**src/rtl/wm_cycle_controller_if.sv**
```systemverilog
// Purpose : control and status bundle between the front panel / program bank and the cycle sequencer.
// Latency : n/a (signal bundle only).
// Backpr. : none; start is a level sampled in IDLE, abort/pause are levels sampled every cycle.
// Ports   : master drives start/abort/pause and the program fields; slave drives phase, remaining,
//           the three enables, busy, done and error.
interface wm_cycle_controller_if;
  logic       start;
  logic       abort;
  logic       pause;
  logic [4:0] wash_in;
  logic [4:0] rinse_in;
  logic [4:0] spin_in;
  logic [4:0] cloth_in;
  logic [2:0] phase;
  logic [4:0] remaining;
  logic       wash_on;
  logic       rinse_on;
  logic       spin_on;
  logic       busy;
  logic       done;
  logic       error;

  modport master (
    output start, abort, pause, wash_in, rinse_in, spin_in, cloth_in,
    input  phase, remaining, wash_on, rinse_on, spin_on, busy, done, error
  );

  modport slave (
    input  start, abort, pause, wash_in, rinse_in, spin_in, cloth_in,
    output phase, remaining, wash_on, rinse_on, spin_on, busy, done, error
  );
endinterface

```
**src/rtl/wm_cycle_controller.sv**
```systemverilog
// Purpose : runs wash, rinse and spin in order, each for duration*TICK_DIV unpaused cycles.
// Latency : phase/remaining/done registered (state change visible the cycle after the deciding edge);
//           enables react to pause combinationally in the same cycle.
// Backpr. : none; start ignored outside IDLE, pause freezes timing, abort returns to IDLE.
// Ports   : clk, reset (sync, active-high), bus (wm_cycle_controller_if.slave).
module wm_cycle_controller #(
  parameter int TICK_DIV  = 4,
  parameter int MAX_CLOTH = 20
) (
  input logic                   clk,
  input logic                   reset,
  wm_cycle_controller_if.slave  bus
);

  localparam int PW = (TICK_DIV > 1) ? $clog2(TICK_DIV) : 1;

  typedef enum logic [2:0] {
    S_IDLE  = 3'd0,
    S_WASH  = 3'd1,
    S_RINSE = 3'd2,
    S_SPIN  = 3'd3,
    S_DONE  = 3'd4,
    S_ERROR = 3'd5
  } state_t;

  state_t        r_state;
  state_t        w_state_nxt;
  state_t        w_adv_state;
  logic [4:0]    r_remaining;
  logic [4:0]    w_rem_nxt;
  logic [4:0]    w_adv_rem;
  logic [4:0]    r_wash;
  logic [4:0]    r_rinse;
  logic [4:0]    r_spin;
  logic [PW-1:0] r_presc;
  logic [PW-1:0] w_presc_nxt;
  logic          w_latch;
  logic          w_tick;
  logic          w_cloth_bad;

  assign w_tick      = (r_presc == PW'(TICK_DIV - 1));
  assign w_cloth_bad = (bus.cloth_in == 5'd0) || (bus.cloth_in > 5'(MAX_CLOTH));

  // Phase that follows the current one once it expires: skip zero-length phases.
  always_comb begin
    w_adv_state = S_DONE;
    w_adv_rem   = 5'd0;
    case (r_state)
      S_WASH: begin
        if (r_rinse != 5'd0) begin
          w_adv_state = S_RINSE;
          w_adv_rem   = r_rinse;
        end else if (r_spin != 5'd0) begin
          w_adv_state = S_SPIN;
          w_adv_rem   = r_spin;
        end
      end
      S_RINSE: begin
        if (r_spin != 5'd0) begin
          w_adv_state = S_SPIN;
          w_adv_rem   = r_spin;
        end
      end
      default: begin
        w_adv_state = S_DONE;
        w_adv_rem   = 5'd0;
      end
    endcase
  end

  always_comb begin
    w_state_nxt = r_state;
    w_rem_nxt   = r_remaining;
    w_presc_nxt = r_presc;
    w_latch     = 1'b0;
    case (r_state)
      S_IDLE: begin
        if (bus.start) begin
          // Entry decision uses the live inputs since they are latched on this same edge.
          w_latch     = 1'b1;
          w_presc_nxt = '0;
          if (w_cloth_bad) begin
            w_state_nxt = S_ERROR;
            w_rem_nxt   = 5'd0;
          end else if (bus.wash_in != 5'd0) begin
            w_state_nxt = S_WASH;
            w_rem_nxt   = bus.wash_in;
          end else if (bus.rinse_in != 5'd0) begin
            w_state_nxt = S_RINSE;
            w_rem_nxt   = bus.rinse_in;
          end else if (bus.spin_in != 5'd0) begin
            w_state_nxt = S_SPIN;
            w_rem_nxt   = bus.spin_in;
          end else begin
            w_state_nxt = S_DONE;
            w_rem_nxt   = 5'd0;
          end
        end
      end
      S_WASH, S_RINSE, S_SPIN: begin
        if (bus.abort) begin
          w_state_nxt = S_IDLE;
          w_rem_nxt   = 5'd0;
          w_presc_nxt = '0;
        end else if (!bus.pause) begin
          if (w_tick) begin
            w_presc_nxt = '0;
            if (r_remaining == 5'd1) begin
              w_state_nxt = w_adv_state;
              w_rem_nxt   = w_adv_rem;
            end else begin
              w_rem_nxt = r_remaining - 5'd1;
            end
          end else begin
            w_presc_nxt = r_presc + PW'(1);
          end
        end
      end
      S_DONE: begin
        w_state_nxt = S_IDLE;
        w_rem_nxt   = 5'd0;
      end
      S_ERROR: begin
        if (bus.abort) begin
          w_state_nxt = S_IDLE;
        end
        w_rem_nxt = 5'd0;
      end
      default: begin
        w_state_nxt = S_IDLE;
        w_rem_nxt   = 5'd0;
        w_presc_nxt = '0;
      end
    endcase
  end

  always_ff @(posedge clk) begin
    if (reset) begin
      r_state     <= S_IDLE;
      r_remaining <= 5'd0;
      r_presc     <= '0;
      r_wash      <= 5'd0;
      r_rinse     <= 5'd0;
      r_spin      <= 5'd0;
    end else begin
      r_state     <= w_state_nxt;
      r_remaining <= w_rem_nxt;
      r_presc     <= w_presc_nxt;
      if (w_latch) begin
        r_wash  <= bus.wash_in;
        r_rinse <= bus.rinse_in;
        r_spin  <= bus.spin_in;
      end
    end
  end

  assign bus.phase     = r_state;
  assign bus.remaining = r_remaining;
  assign bus.done      = (r_state == S_DONE);
  assign bus.error     = (r_state == S_ERROR);
  assign bus.busy      = (r_state == S_WASH) || (r_state == S_RINSE) || (r_state == S_SPIN);
  assign bus.wash_on   = (r_state == S_WASH)  && !bus.pause;
  assign bus.rinse_on  = (r_state == S_RINSE) && !bus.pause;
  assign bus.spin_on   = (r_state == S_SPIN)  && !bus.pause;

endmodule

```
**src/flat_wrapper.sv**
```systemverilog
// flat-port wrapper written by rule: the top's interface ports become plain ports
module wm_cycle_controller_flat 
#(
  parameter int TICK_DIV  = 4,
  parameter int MAX_CLOTH = 20
)
  (clk, reset, bus_start, bus_abort, bus_pause, bus_wash_in, bus_rinse_in, bus_spin_in, bus_cloth_in, bus_phase, bus_remaining, bus_wash_on, bus_rinse_on, bus_spin_on, bus_busy, bus_done, bus_error);
  wm_cycle_controller_if bus_i ();
  input logic clk;
  input logic reset;
  input wire logic [$bits(bus_i.start)-1:0] bus_start;
  input wire logic [$bits(bus_i.abort)-1:0] bus_abort;
  input wire logic [$bits(bus_i.pause)-1:0] bus_pause;
  input wire logic [$bits(bus_i.wash_in)-1:0] bus_wash_in;
  input wire logic [$bits(bus_i.rinse_in)-1:0] bus_rinse_in;
  input wire logic [$bits(bus_i.spin_in)-1:0] bus_spin_in;
  input wire logic [$bits(bus_i.cloth_in)-1:0] bus_cloth_in;
  output wire logic [$bits(bus_i.phase)-1:0] bus_phase;
  output wire logic [$bits(bus_i.remaining)-1:0] bus_remaining;
  output wire logic [$bits(bus_i.wash_on)-1:0] bus_wash_on;
  output wire logic [$bits(bus_i.rinse_on)-1:0] bus_rinse_on;
  output wire logic [$bits(bus_i.spin_on)-1:0] bus_spin_on;
  output wire logic [$bits(bus_i.busy)-1:0] bus_busy;
  output wire logic [$bits(bus_i.done)-1:0] bus_done;
  output wire logic [$bits(bus_i.error)-1:0] bus_error;
  assign bus_i.start = bus_start;
  assign bus_i.abort = bus_abort;
  assign bus_i.pause = bus_pause;
  assign bus_i.wash_in = bus_wash_in;
  assign bus_i.rinse_in = bus_rinse_in;
  assign bus_i.spin_in = bus_spin_in;
  assign bus_i.cloth_in = bus_cloth_in;
  assign bus_phase = bus_i.phase;
  assign bus_remaining = bus_i.remaining;
  assign bus_wash_on = bus_i.wash_on;
  assign bus_rinse_on = bus_i.rinse_on;
  assign bus_spin_on = bus_i.spin_on;
  assign bus_busy = bus_i.busy;
  assign bus_done = bus_i.done;
  assign bus_error = bus_i.error;
  wm_cycle_controller #(.TICK_DIV(TICK_DIV), .MAX_CLOTH(MAX_CLOTH)) u_core (.clk(clk), .reset(reset), .bus(bus_i));
endmodule
```
**config.mk**
```make
export PLATFORM = sky130hd
export DESIGN_NAME = wm_cycle_controller_flat
export DESIGN_NICKNAME = d
export VERILOG_FILES = /design/src/rtl/wm_cycle_controller_if.sv /design/src/rtl/wm_cycle_controller.sv /design/src/flat_wrapper.sv
export SDC_FILE = /design/constraint.sdc
export NUM_CORES = 1
export LEC_CHECK = 0
export ABC_AREA = 0
export CAP_MARGIN = 20
export CORE_UTILIZATION = 45
export DETAILED_ROUTE_END_ITERATION = 7
export GPL_TIMING_DRIVEN = 0
export PLACE_DENSITY = 0.72
export SLEW_MARGIN = 10
export SYNTH_ARGS = -nofsm -noshare
export SYNTH_HDL_FRONTEND = slang
export SYNTH_SLANG_ARGS = --single-unit
export TNS_END_PERCENT = 10
```
**constraint.sdc**
```tcl
create_clock -name clk -period 5.6 [get_ports clk]
set_clock_uncertainty 0.15 [all_clocks]
set_input_delay 1.12 -clock clk [delete_from_list [all_inputs] [get_ports clk]]
set_output_delay 1.12 -clock clk [all_outputs]
set_load 0.01 [all_outputs]
```
==> flow_summary.ini <==
[yosys]
synth_ff_type = dfxtp_1
ys_types = 56
ys_seq_area_frac = 0.272
ys_ff_latch = 20
synth.avg_cell_area_um2 = 7.63
synth_warnings = 0
synth_area_um2 = 1470
synth_edf_count = 0
syn_inst = 193
async_flop_share = 0
synthesis.nets = 221

[final_layout]
final_util = 0.632
layout_commonest_cell = clkdlybuf4s50_1
area_growth_pct = 32.0
layout-drive-gt1-share = 0.132
diodes = 0
final_cell_mix = 38 x clkdlybuf4s50_1, 28 x nand2_1, 20 x dfxtp_1
final_nets = 264
final-instance-count-excl-fill = 279
final_area_um2 = 1940

[cts]
numCtsBuffers = 3
post_cts_buffers = 0
clk_pin_slew_ps = 120
clk_path_buf_depth = 2
clockRootBuffer = clkbuf_4
htreeDepth = 1
cts_tree = yes
clkLatencyLatePin_ps = 300
clock_sinks = 20
hold_buffers = 0
cts_resized = 0

[global_routing]
grt_pass1_vias = 1530
grt_start_max_net_pins = 12
grt_antenna_before_repair = 0
gr-total-overflow = 0
grt_pass1_wl_um = 6640
grt_usage = 0.247

[critical_path]
worst_setup_path_end_kind = output pin
slowest_stage = clkdlybuf4s50_1
cp_cell_sequence = clkdlybuf4s50_1, nor4b_1, clkdlybuf4s50_1
crit_fanout = 4
critPathBufInv = 2
start_kind = input pin
arrival_ps = 2520
crit_family = buffers and inverters
path_common_cell = clkdlybuf4s50_1
slowest_delay_ps = 600
path_class = input pin to output pin
cp.required_ps = 4330

[detailed_routing]
drt_iter0_markers = 73
wl_per_cell_um = 14.4
vias_per_cell = 5.68
finalWirelength_um = 4020
post-route-drc-count = 0
dr.pass1.iters = 4
via_count = 1584
detail-route-antenna-nets = 0

[die]
core_region_area_um2 = 3080
ioPinCount = 39
die_area_um2 = 3510
num_rows = 20
start_util = 0.478
die_w_um = 59.2
fp.dieH_um = 59.2

[timing]
rsz0062_at_grt = no
max_freq_mhz = 264
fin_ws_ps = 1810
relSlewSlack = 0.597
final.min_clock_period_ps = 3790
maxSlewViolCount = 0
finalSetupTns_ps = 0
fin_crit_sh = 0.677
tightest_slew_ps = 599
final-setup-viol-count = 0
holdWs_ps = 358
hold_viol = 0

[placed_design]
gp_congestion = 0.847
dp.cells = 275
dpl_cell_area_um2 = 1910
io_buffers = 38
hpwl_um = 3290
dpl_worst_slack_ps = 1820

[power]
peakVddDrop_uv = 135
power.total_mw = 0.664
power_leakage_nw = 0.772
power_density_nw_per_um2 = 342

[flow_run]
cap_violations = 0

[min_path]
worstHoldPathType = flop to flop

[run_status]
status = complete, no violations
## power by group
group / switching, mW / internal [mW]
registers: 0.0284 / 0.170
logic: 0.200 / 0.180
clock network: 0.0472 / 0.0397
total: 0.275 / 0.389
## registers in the layout (all words and copies together), names as in the netlist
register / count
u_core.bus.phase: 3
u_core.r_presc: 2
u_core.r_spin: 5
u_core.bus.remaining: 5
u_core.r_rinse: 5
## worst register-to-register path, cell delays in order, from the launching register on
cell and delay [ps]:
dfxtp_1 400, inv_1 80, ha_1 210, nor4b_2 190, a2111oi_2 530, nor3b_4 100
o311a_1 160, a211o_1 290
## metal layers
layer / vias to the layer above / track usage / wire length, um
met4: 0 / 0.0782 / 52
met2: 48 / 0.424 / 1870
met1: 718 / 0.324 / 1940
met5: - / 0 / 0
li1: 812 / - / -
met3: 6 / 0.0240 / 152
## cells in the mapped netlist (all sizes together) (2+ instances only)
master   count  area [um2]
a221oi       4        35.0
o22ai        2        12.5
a41o         2        20.0
or3          3        23.8
a2111oi      2        25.0
buf          6        35.0
o2bb2ai      2        17.5
mux2i        3        30.0
nor2        13        51.3
nand2       28         105
nor3        19         100
a21oi       20         104
ha           3        37.5
a22o         3        28.8
a211o        4        36.3
or2b         2        15.0
nand2b       3        18.8
dfxtp       20         400
nor4b        2        23.8
nand3        2        10.0
inv         13        48.8
and2         3        18.8
nor2b        2        12.5
a31o         8        70.1
clkbuf       2        7.51
nor4         2        12.5
o21ai        3        18.8
## cells by family after synthesis
| group | Yosys count | share of synthesized area |
|---|---|---|
| mux | 3 | 0.0204 |
| flops | 20 | 0.272 |
| fa+ha+maj | 3 | 0.0255 |
| simple gates | 86 | 0.310 |
| compound gates | 60 | 0.310 |
| buf+inv | 21 | 0.0620 |
## layout make-up
class / count / area (um2)
well taps: 44 / 55.1
repair buffers: 38 / 380
plain buffers: 8 / 42.5
fillers: 300 / 1130
multi-input cells: 152 / 981
inverters: 13 / 48.8
flip-flops and latches: 20 / 400
clock buffers: 4 / 36.3
## final timing paths
path / depth (start not counted) / slack [ps] / endpoint / from
setup reg to reg: 7 / 3390 / u_core.bus.phase[0] / u_core.bus.remaining[1]
setup / recovery: 3 / 1810 / bus_spin_on / bus_pause
hold reg to reg: 2 / 360 / u_core.r_rinse[3] / u_core.r_rinse[3]
hold / removal: 2 / 360 / u_core.r_rinse[3] / u_core.r_rinse[3]
Power figures use the tool's default switching activity.
